## config.mk

```make
export PLATFORM = sky130hd
export DESIGN_NAME = ex_stage
export DESIGN_NICKNAME = d
export VERILOG_FILES = /design/src/rtl/ex_stage.sv
export SDC_FILE = /design/constraint.sdc
export NUM_CORES = 1
export LEC_CHECK = 0
export CORE_MARGIN = 4
export CORE_UTILIZATION = 26
export DETAILED_ROUTE_END_ITERATION = 10
export PLACE_DENSITY = 0.45
export SKIP_CTS_REPAIR_TIMING = 1
export SYNTH_ARGS = -nofsm -noshare
export SYNTH_HDL_FRONTEND = slang
export SYNTH_SLANG_ARGS = --single-unit
```

## constraint.sdc

```tcl
create_clock -name clock -period 6.1 [get_ports clock]
set_input_delay 1.22 -clock clock [delete_from_list [all_inputs] [get_ports clock]]
set_output_delay 1.22 -clock clock [all_outputs]
set_load 0.03 [all_outputs]
```

## src/rtl/ex_stage.sv

```systemverilog
// ex_stage: Mipu execute stage - ALU, branch resolution, flags and EX/MEM pipeline registers.
// Define EX_CARRY_EN to make ADDC/SUBC consume cf and arithmetic ops write cf; otherwise cf is tied to 0.
`ifndef EXEC
`define EXEC  1'b1
`endif
`ifndef NOP
`define NOP   5'b00000
`define LOAD  5'b00010
`define STORE 5'b00011
`define LDIH  5'b10000
`define ADD   5'b01000
`define ADDI  5'b01001
`define ADDC  5'b10001
`define SUB   5'b01010
`define SUBI  5'b01011
`define SUBC  5'b10010
`define CMP   5'b01100
`define AND   5'b01101
`define OR    5'b01110
`define XOR   5'b01111
`define SLL   5'b00100
`define SLA   5'b00101
`define SRL   5'b00110
`define SRA   5'b00111
`define JMPR  5'b11001
`define BZ    5'b11010
`define BNZ   5'b11011
`define BN    5'b11100
`define BNN   5'b11101
`define BC    5'b11110
`define BNC   5'b11111
`endif
module ex_stage (
  input  logic        clock,
  input  logic        reset,
  input  logic        state,
  input  logic [15:0] ex_ir,
  input  logic [15:0] reg_A,
  input  logic [15:0] reg_B,
  input  logic [15:0] smdr,
  output logic [15:0] ALUo,
  output logic        jump,
  output logic [15:0] mem_ir,
  output logic [15:0] reg_C,
  output logic [15:0] smdr1,
  output logic        dw,
  output logic        zf,
  output logic        nf,
  output logic        cf
);
  logic [4:0]  op;
  logic [16:0] add_r, sub_r;
  logic [15:0] sll_r, srl_r, sra_r;
  logic        zn_upd, c_upd, c_new;
  logic        run;
  assign op    = ex_ir[15:11];
  assign run   = state == `EXEC;
  // cf reads 0 in the carry-less build, so ADDC/SUBC collapse to ADD/SUB
  assign add_r = {1'b0, reg_A} + {1'b0, reg_B} + {16'd0, op == `ADDC && cf};
  assign sub_r = {1'b0, reg_A} - {1'b0, reg_B} - {16'd0, op == `SUBC && cf};
  assign sll_r = reg_A << reg_B[3:0];
  assign srl_r = reg_A >> reg_B[3:0];
  assign sra_r = $signed(reg_A) >>> reg_B[3:0];
  always_comb begin
    ALUo   = 16'h0000;
    zn_upd = 1'b0;
    c_upd  = 1'b0;
    c_new  = 1'b0;
    case (op)
      `ADD, `ADDI, `ADDC: begin ALUo = add_r[15:0]; zn_upd = 1'b1; c_upd = 1'b1; c_new = add_r[16]; end
      `LDIH:              begin ALUo = add_r[15:0]; zn_upd = 1'b1; end
      `SUB, `SUBI, `SUBC, `CMP: begin ALUo = sub_r[15:0]; zn_upd = 1'b1; c_upd = 1'b1; c_new = sub_r[16]; end
      `AND:               begin ALUo = reg_A & reg_B; zn_upd = 1'b1; end
      `OR:                begin ALUo = reg_A | reg_B; zn_upd = 1'b1; end
      `XOR:               begin ALUo = reg_A ^ reg_B; zn_upd = 1'b1; end
      `SLL:               begin ALUo = sll_r; zn_upd = 1'b1; end
      `SLA:               begin ALUo = {reg_A[15], sll_r[14:0]}; zn_upd = 1'b1; end
      `SRL:               begin ALUo = srl_r; zn_upd = 1'b1; end
      `SRA:               begin ALUo = sra_r; zn_upd = 1'b1; end
      `LOAD, `STORE, `JMPR, `BZ, `BNZ, `BN, `BNN, `BC, `BNC: ALUo = add_r[15:0];
      default:            ALUo = 16'h0000;
    endcase
  end
  assign jump = run && (op == `JMPR || (op == `BZ && zf) || (op == `BNZ && !zf) ||
                        (op == `BN && nf) || (op == `BNN && !nf) ||
                        (op == `BC && cf) || (op == `BNC && !cf));
  always_ff @(posedge clock or negedge reset)
    if (!reset) begin
      mem_ir <= 16'h0000;
      reg_C  <= 16'h0000;
      smdr1  <= 16'h0000;
      dw     <= 1'b0;
      zf     <= 1'b0;
      nf     <= 1'b0;
    end else if (run) begin
      mem_ir <= ex_ir;
      reg_C  <= ALUo;
      smdr1  <= smdr;
      dw     <= op == `STORE;
      if (zn_upd) begin
        zf <= ALUo == 16'h0000;
        nf <= ALUo[15];
      end
    end
`ifdef EX_CARRY_EN
  always_ff @(posedge clock or negedge reset)
    if (!reset) cf <= 1'b0;
    else if (run && c_upd) cf <= c_new;
`else
  logic unused_c;
  assign unused_c = c_upd ^ c_new;
  assign cf = 1'b0;
`endif
endmodule
```

Word-level counts from Yosys, hierarchy flattened --
Index checks and enable logic that the tools add are counted.
Word-level totals: output and inout bits 69, bits of input ports 67, register bits 51, logic and storage cells 57
Cells by class: reduce and logical (&&, ||, !) cells 17, equality and inequality tests 24, $add $sub $neg 2, shift operators 3, muxes and demuxes 2, bitwise gates (word level) 3
Operators with widths (count):
- $pmux 16 s9 | 1
- $eq 5x5->1 const B | 10
- $eq 5x4->1 const B | 8
- $eq 5x3->1 const B | 4
- $add 16x16->16 | 1
- $and 16x16->16 | 1
- $logic_not 16->1 | 1
- $or 16x16->16 | 1
- $shl 16x4->16 | 1
- $shr 16x4->16 | 1
- $sshr 16x4->16 | 1
- $sub 16x16->16 | 1
- $xor 16x16->16 | 1
- $reduce_or 15->1 | 1
- $reduce_or 13->1 | 1
- $eq 5x2->1 const B | 2
- $logic_and 1x1->1 | 5
- $logic_or 1x1->1 | 5
- $reduce_or 4->1 | 1
- $logic_not 1->1 | 2
- $reduce_and 2->1 | 1
- $mux 1 | 1

Depth between registers and ports, before layout --
Gate-level depths: netlist of run 1.
depth in word-level cells 8, depth in mapped cells 17, gate-level depth less buffers 14

Worst setup path before layout of run 1 --
OpenSTA, ideal clock, no wires.
path type input to output, start input port ex_ir[14], end output port ALUo[14], buffers on the path 2, data arrival time 4892 ps, cell stages on the path 13, required time 4880 ps, slack -12 ps, path through buf_2 > xor2_1 > a221oi_1 > clkbuf_1 > nor2_1 > xnor2_1 > ha_1 > a21o_1 > a221o_1 > a21o_1 > a311o_1 > and3_1 > o31ai_1
Between the ends: word-level cells in the longest chain between the ends 3, elaborated cells between the ends (all ways) 27, classes of those cells eq/ne: 24; mux: 1; reduce/logical: 2
RTL lines:
- from (decl) | RTL line 37 | input logic [15:0] ex_ir,
- $eq 5x5->1 (tied with other cells)
- $reduce_or 13->1 (no source line) or $reduce_or 4->1 (tied branches)
- $pmux 16 s9 * | RTL line 69 | case (op)
- to (decl) | RTL line 41 | output logic [15:0] ALUo,
Mark *: on every way between the ends. The rest lies on a longest branch, timed or not.

Worst setup path after layout of run 1 --
start input port ex_ir[13], end output port ALUo[12]
The elaborated chain is that of the path after synthesis.

==> impl_metrics.yaml, run 1 <==
status:
  outcome: "finished, final reports clean"
global_routing:
  grt_pass1_wl_mm: 36.3
  grt-ovfl-total: 0
  first_global_vias: 6171
  antenna_found_initial: 0
  track_usage: 0.178
  grt_max_degree: 56
die:
  io_pins: 136
  core-area_um2: 22600
  rows: 55
  die_w_um: 159
  start_util: 0.264
  die_h_um: 159
  die_area_um2: 25400
yosys:
  netlist_top_cells_count: "nor2_1, mux2_2, dfrtp_1, ha_1, inv_1"
  synth_cell_types: 84
  ys_ff_latch: 51
  synth_area_per_cell_um2: 8.89
  synth-main-ff-cell: "dfrtp_1"
  syn_inst: 670
  synth_area_um2: 5960
  synth_most_common_cell: "nor2_1"
  yosysWarnings: 0
  synthArstFlopShare: 1.00
  yosysTopAreaCell: "dfrtp_1"
  synth_nets: 789
  synth_area_leaders: "dfrtp_1, ha_1, mux2_2, mux4_2, nor2_1"
  synth-edff-count: 0
  yosysTopAreaCellShare: 0.214
  yosysSeqAreaShare: 0.214
cts:
  worstSkewPairLatency_ns: 0.28
  max-clock-path-buffers: 2
  h-tree-depth: 2
  numCtsBuffers: 5
  cts.clk_slew.worst_paths_ns: 0.06
  cts_root_buffer: "clkbuf_16"
  cts_sinks: 51
  cts_tree: "done"
worst_setup_path:
  startpoint: "ex_ir[13]"
  r2r_start: "nf"
  path_max_fanout: 14
  critPathKind: "in -> out"
  cp.arrival_ns: 4.84
  cpPeakStageDelay_ns: 0.43
  crit_required_ns: 4.88
  startpoint_type: "input pin"
  endpoint_kind: "primary output"
  slowest_stage: "clkdlybuf4s50_1"
  crit_top_cell: "buf_4"
  crit_chain: "clkdlybuf4s50_1 -> nand4bb_1 -> a21oi_2 -> a221oi_2 -> buf_4 -> buf_12 -> a31oi_1 -> xnor2_1 -> ha_1 -> a21o_1 -> a221o_1 -> a21o_1 -> buf_4 -> a311oi_2 -> xor2_1 -> o211ai_1 -> buf_4"
power_and_ir_drop:
  vdd_drop_max_v: 0.000116
  total_power_uw: 1770
  power_leakage_uw: 0.00367
  cellPowerDensity_nw_per_um2: 213
sta:
  fmax_ghz: 0.165
  worst_clock_skew_ns: 0
  finalCriticalPeriod_ns: 6.06
  setup_viol: 0
  maxSlewViolCount: 0
  hold_viol: 0
  rsz0062_at_grt: "true"
  min_period_over_period: 0.994
  maxSlewHeadroom: 0.251
  worst_pin_slew_ns: 1.12
route:
  drt-wirelength-per-cell_um: 20.5
  drc: 0
  drtPass1Iterations: 5
  num_vias: 6001
  drtIter0Drc: 414
  ant_nets: 0
  routed_wl_mm: 23.4
  viasPerCell: 5.25
cells_and_area:
  insertedDiodeCount: 0
  instances_no_fill: 1144
  nets: 978
  layout-drive-gt1-share: 0.240
  area_growth_pct: 39.8
hold_path:
  hold_path.class: "reg -> reg"
  min-delay-start: "smdr1[11]"
flow_run:
  cap_violations: 0
placement:
  place_inst: 1135
  dp_hpwl_mm: 18.7
  gp_congestion: 0.927
  port_buffers: 134
==> report_power, final <==
part | total [uW] | switching [uW] | internal [uW] | leakage (uW)
sequential | 419 | 27.8 | 392 | 0.000612
combinational | 1090 | 599 | 489 | 0.00299
clock | 267 | 117 | 150 | 0.0000696
total | 1770 | 744 | 1030 | 0.00367
==> worst max-delay path: cells and delay by family <==
kind | cells | cell delay [ns]
buffers and inverters | 5 | 1.10
AO/OA/AOI/OAI | 8 | 1.64
XOR/XNOR | 2 | 0.32
adder cells (fa/ha/maj) | 1 | 0.32
AND/OR/NAND/NOR | 1 | 0.22
==> final timing paths <==
check | slack (ns) | end | cells after the start
max | 0.04 | ALUo[12] | 17
min | 0.50 | smdr1[11] | 1
max reg2reg | 5.29 | nf | 1
min reg2reg | 0.50 | smdr1[11] | 1
max in group asynchronous | 4.26 | reg_C[5] | 1
min in group asynchronous | 1.15 | mem_ir[4] | 1
==> final cells by class <==
cell class / count / area, um^2
Fill cell: 2330 / 14200
Clock buffer: 5 / 125
Inverter: 48 / 180
Sequential cell: 51 / 1280
Multi-Input combinational cell: 531 / 4350
Timing Repair Buffer: 222 / 2030
Tap cell: 285 / 357
Clock inverter: 2 / 13.8
==> cell families after synthesis <==
logic type	share of synthesized area
DFF	0.214
xor gates and xnor gates	0.0397
and+or+nand+nor	0.166
AOI/OAI and AO/OA	0.193
buffers and inverters	0.0634
muxes	0.213
adders and majority gates	0.110
other	0.000630
==> cells in the final DEF, fill, tap and decap left out, drive strengths merged, types with 10 or more instances in the layout <==
cell type and n:
a22oi 15, a21oi 31, inv 48, nor3 19, mux4 12, buf 103
mux2i 23, nand2b 16, ha 51, dfrtp 51, and3 10, o21ai 29
xnor2 21, a211oi 14, mux2 63, clkdlybuf4s50 113, nor2 60, nand2 32
==> routing by layer <==
layer	up-vias	wire, um	GRT usage
li1	2854	-	-
met1	2920	10400	0.237
met2	183	11100	0.300
met3	44	1180	0.0272
met4	0	740	0.0509
met5	-	0	0
==> stage by stage <==
step / hold slack, ns / TNS, ns / setup WS (ns) / instance area, um^2 / util
after detailed placement: 0.495 / -1.70 / -0.283 / 8100 / 0.359
final: 0.505 / 0 / 0.0356 / 8330 / 0.369
after CTS: 0.510 / -1.95 / -0.312 / 8240 / 0.365
after global placement: 0.488 / -1.49 / -0.294 / 8100 / 0.359
after floorplan: 0.674 / 0 / 0.266 / 5960 / -
after global routing: 0.519 / -0.310 / -0.112 / 8330 / 0.369
==> flip-flops by register name, summed over array words and instances (netlist names) <==
name / cells
mem_ir: 16
zf: 1
smdr1: 16
reg_C: 16
dw: 1
nf: 1
(Power assumes the default switching activity.)
==> run 2: changes to the inputs <==
- ABC_AREA: default -> 1
==> impl_metrics.yaml, run 2 <==
status:
  outcome: "finished, final reports clean"
route:
  ant_nets: 0
  num_vias: 7106
  drtPass1Iterations: 5
  routed_wl_mm: 25.9
  viasPerCell: 4.73
  drc: 0
  drt-wirelength-per-cell_um: 17.3
  drtIter0Drc: 533
sta:
  worst_pin_slew_ns: 0.682
  worst_clock_skew_ns: 0
  finalCriticalPeriod_ns: 5.82
  rsz0062_at_grt: "false"
  setup_viol: 0
  maxSlewHeadroom: 0.546
  maxSlewViolCount: 0
  fin_tns_setup_ns: 0
  layout_setup_ws_ns: 0.282
  hold_viol: 0
  min_period_over_period: 0.954
  fmax_ghz: 0.172
yosys:
  synth-main-ff-cell: "dfrtp_1"
  synth_most_common_cell: "nand2_1"
  synth_compound_area_frac: 0.0849
  synth_cell_types: 40
  synth_nets: 1166
  synth_area_um2: 6070
  yosysSeqAreaShare: 0.210
  netlist_top_cells_count: "nand2_1, nand3_1, inv_1"
  synth-edff-count: 0
  synthArstFlopShare: 1.00
  ys_ff_latch: 51
  yosysWarnings: 0
  yosysTopAreaCell: "nand2_1"
  synth_top_family_by_area: "simple AND/OR/NAND/NOR gates"
  synth_area_per_cell_um2: 5.80
  synth_area_leaders: "nand2_1, dfrtp_1, nand3_1, ha_1, inv_1"
  synthAdderAreaFrac: 0.108
  syn_inst: 1047
  yosys.area_share.simple: 0.472
  synth_xor_area_frac: 0.0245
  yosysTopAreaCellShare: 0.256
  muxShareOfSynthArea: 0
cells_and_area:
  insertedDiodeCount: 0
  fillers: 2612
  layout-drive-gt1-share: 0.0756
  nets: 1309
  biggestRegsByFlops: "mem_ir (16), reg_C (16), smdr1 (16)"
  final_common_cell: "nand2_1"
  area_growth_pct: 33.1
  layout_common_cells: "nand2_1, nand3_1, clkdlybuf4s50_1"
global_routing:
  grt_use_met3: 0.0231
  grt_use_met1: 0.281
  antenna_found_initial: 1
  grt-ovfl-total: 0
  first_global_vias: 6845
  track_usage: 0.197
  busiest_layer: "met2"
  gr-usage-met2: 0.314
  grt_pass1_wl_mm: 40.4
  grt_max_degree: 61
die:
  rows: 55
  io_pins: 136
  core-area_um2: 22800
  die_h_um: 161
  die_area_um2: 25900
  start_util: 0.266
  die_w_um: 161
cts:
  h-tree-depth: 2
  cts_tree: "done"
  numCtsBuffers: 5
  max-clock-path-buffers: 2
  worstSkewPairLatency_ns: 0.29
  cts.clk_slew.worst_paths_ns: 0.07
  cts_root_buffer: "clkbuf_16"
  cts_sinks: 51
worst_setup_path:
  startpoint: "ex_ir[12]"
  rr_endpoint: "zf"
  reg2reg_slack_ns: 5.39
  cp.arrival_ns: 4.60
  crit_required_ns: 4.88
  r2r_cells: 2
  crit_end: "ALUo[4]"
  startpoint_type: "input pin"
  endpoint_kind: "primary output"
  r2r_start: "zf"
  path_max_fanout: 10
  critPathKind: "in -> out"
power_and_ir_drop:
  power_leakage_uw: 0.00430
  vdd_drop_max_v: 0.000120
  cellPowerDensity_nw_per_um2: 199
flow_run:
  cap_violations: 0
placement:
  dp_hpwl_mm: 21.3
  port_buffers: 134
  place_ws_ns: 0.0640
  gp_congestion: 0.951
hold_path:
  hold_path.class: "reg -> reg"
[run 2: changes by cell type after synthesis, sizes merged, moves of 14 or more]
cell and delta:
a211oi -14, a22oi -14, inv +60, mux2 -63, mux2i -23, nand2 +388, nand2b -16, nand3 +129
nor2 +39, nor3 -14, xnor2 -20
[run 2: worst max-delay path: stages]
cell and delay (ns):
clkdlybuf4s50_1 0.56, clkinv_2 0.16, nor2_1 0.15, nand3_1 0.08, nand2_1 0.12, nor2_4 0.04
nand2_2 0.19, nand2_1 0.07, o21ai_1 0.13, inv_1 0.08, fa_1 0.35, inv_1 0.16
nand3_1 0.09, nand2_1 0.12, xnor2_1 0.14, nor2_1 0.07, nor2_1 0.18, inv_1 0.06
clkdlybuf4s50_1 0.61
[run 2: worst min-delay path by stage]
| stage | from | endpoint | slack [ns] | cells after the start |
|---|---|---|---|---|
| final | smdr1[13] | smdr1[13] | 0.47 | 2 |
| after global routing | smdr1[1] | smdr1[1] | 0.49 | 2 |
| after CTS | mem_ir[7] | mem_ir[7] | 0.48 | 2 |
| after detailed placement | smdr1[13] | smdr1[13] | 0.46 | 2 |
| after global placement | smdr1[0] | smdr1[0] | 0.45 | 2 |
| after floorplan | mem_ir[10] | mem_ir[10] | 0.66 | 2 |
[run 2: area by class of cell]
| type | count | area [um^2] | area share |
|---|---|---|---|
| well taps | 313 | 392 | 0.0485 |
| repair buffers | 174 | 1660 | 0.205 |
| clock inverters | 2 | 13.8 | 0.00170 |
| flip-flops and latches | 51 | 1280 | 0.158 |
| multi-input cells | 847 | 4200 | 0.519 |
| clock buffers | 5 | 125 | 0.0155 |
| inverters | 111 | 420 | 0.0520 |
[run 2: logic make-up after synthesis]
group,count (synthesis)
AND/OR/NAND/NOR,684
buffers and inverters,149
AO/OA/AOI/OAI,93
adder cells (fa/ha/maj),52
flip-flops,51
XOR/XNOR,17
other,1
[run 2: per-layer routing]
metal  wire [um]  part of all wire
met5           0                 0
met4         652             0.025
met3        1090             0.042
met2       11600              0.45
met1       12600              0.49
[run 2: per-stage QoR]
stage / hold slack (ns) / std cells / total power (uW) / util / area, um^2
floorplan: 0.657 / 1047 / 952 / - / 6070
global placement: 0.454 / 1496 / 1350 / 0.348 / 7920
detailed placement: 0.457 / 1496 / 1340 / 0.348 / 7920
CTS: 0.476 / 1503 / 1630 / 0.354 / 8060
global route: 0.486 / 1503 / 1730 / 0.355 / 8080
finish: 0.471 / 1503 / 1610 / 0.355 / 8080
[run 2: power by group]
part	total (uW)	internal, uW	switching (uW)
clock	276	150	126
sequential	408	383	24.3
combinational	926	346	580
total	1610	879	731
==> variant: new RTL, config.mk and constraints of run 1 <==
Add a define of `EX_CARRY_EN`.
--- a/src/rtl/ex_stage.sv
+++ b/src/rtl/ex_stage.sv
@@ -2,2 +2,4 @@
 // Define EX_CARRY_EN to make ADDC/SUBC consume cf and arithmetic ops write cf; otherwise cf is tied to 0.
+`define EX_CARRY_EN
+
 `ifndef EXEC
Behaviour: not the same (a bounded check fails within 4 cycles, from zero or initial values and one cycle with reset low).
==> variant against run 1 <==
Wire length rose by 13%; fmax rose by 1.7%; total power fell by 3.8%; critical path type unchanged; final area rose by 6.9%; setup slack improved by 0.10 ns; non-clock buffer count fell by 11; die area rose by 8.4%; area after synthesis rose by 8.9%; sequential cell count rose by 1; largest cell class unchanged.
==> variant: results (changes against run 1) <==
Critical path
  • FF-to-FF End: zf
  • Worst path max stage delay: 0.60 ns (+0.17 ns)
  • R2R Setup Slk: 1.98 ns (-3.31 ns)
  • Slowest CP cell: or4b_2
  • Critical path origin: ex_ir[12]
  • Worst Path Max Fanout: 3 (-11)
  • CP arrival: 4.74 ns (-0.10 ns)
  • CP endpoint: ALUo[14]

Routing
  • Final WL: 26.4 mm (+13%)
  • DRT iter0 DRCs: 483 (+17%)
  • Via count: 6603 (+10%)

Synth
  • Syn avg cell area: 8.77 µm² (-1.4%)
  • Post-synth top cells: ha_1 (63), inv_1 (63), nand2_1 (59)
  • Seq/Total Area, Yosys: 0.201 (-0.0137)
  • Synth top area cells: dfrtp_1 (20%), ha_1 (12%), mux2_2 (9.9%)
  • Mapped Nets: 874 (+11%)

Outcome
  • Status: finished clean

Global route
  • Total GRT Usage: 0.183 (+0.00475)
  • GR Util met1: 0.261 (+0.0234)
  • Largest net degree at the start of global routing: 60 (+7.1%)
  • First-pass GRT wire length: 40.2 mm (+11%)
  • Met2 Usage GRT: 0.296 (-0.00402)
  • Vias in the first global route: 6477 (+5.0%)

Placement
  • Routability Congestion: 0.936 (+0.98%)
  • HPWL after DPL: 21.1 mm (+12%)
  • Pre-CTS setup slack: -0.292 ns (-0.00886 ns)
  • Dpl cell area: 8590 µm² (+6.0%)
  • Port bufs: 135 (+0.75%)

Cells and area
  • Nets: 1048 (+7.2%)
  • Layout Cells excl Fill: 1239 (+8.3%)

Power
  • PD cells: 192 nW/µm² (-10%)
  • VDD IR max: 112 µV (-3.2%)
  • Leakage: 3.78 nW (+3.1%)

Min path
  • Hold worst-path end: reg_C[4]

STA
  • Worst slew margin: 0.532 (+0.281)
## variant: cell types whose count changed after synthesis, sizes merged, moves of 8 or more
cell            run 1  this run
nand2              32        59
inv                48        64
ha                 51        63
nor2               60        48
o2bb2ai             1        10
a22oi              15         7
clkbuf             18        26
mux4               12        20
## variant: cell families (layout without fill, tap and decap cells)
family	Yosys count	in the layout	synth area share
DFF	52	52	0.201
AOI/OAI and AO/OA	185	185	0.205
buffers and inverters	108	283	0.0675
adders and majority gates	67	67	0.134
muxes	98	98	0.201
xor gates and xnor gates	20	20	0.0270
and+or+nand+nor	210	210	0.165
## variant: per-layer routing
metal,wire length (µm),share of wire
met1,12200,0.46
met2,12100,0.46
met3,1530,0.058
met4,556,0.021
met5,0,0
## variant: cell type report
class / instances / area (µm²)
Clock buffer: 6 / 139
Fill cell: 2579 / 15600
Sequential cell: 52 / 1300
Timing Repair Buffer: 211 / 1930
Clock inverter: 2 / 38.8
Inverter: 64 / 240
Tap cell: 324 / 405
Multi-Input combinational cell: 580 / 4840
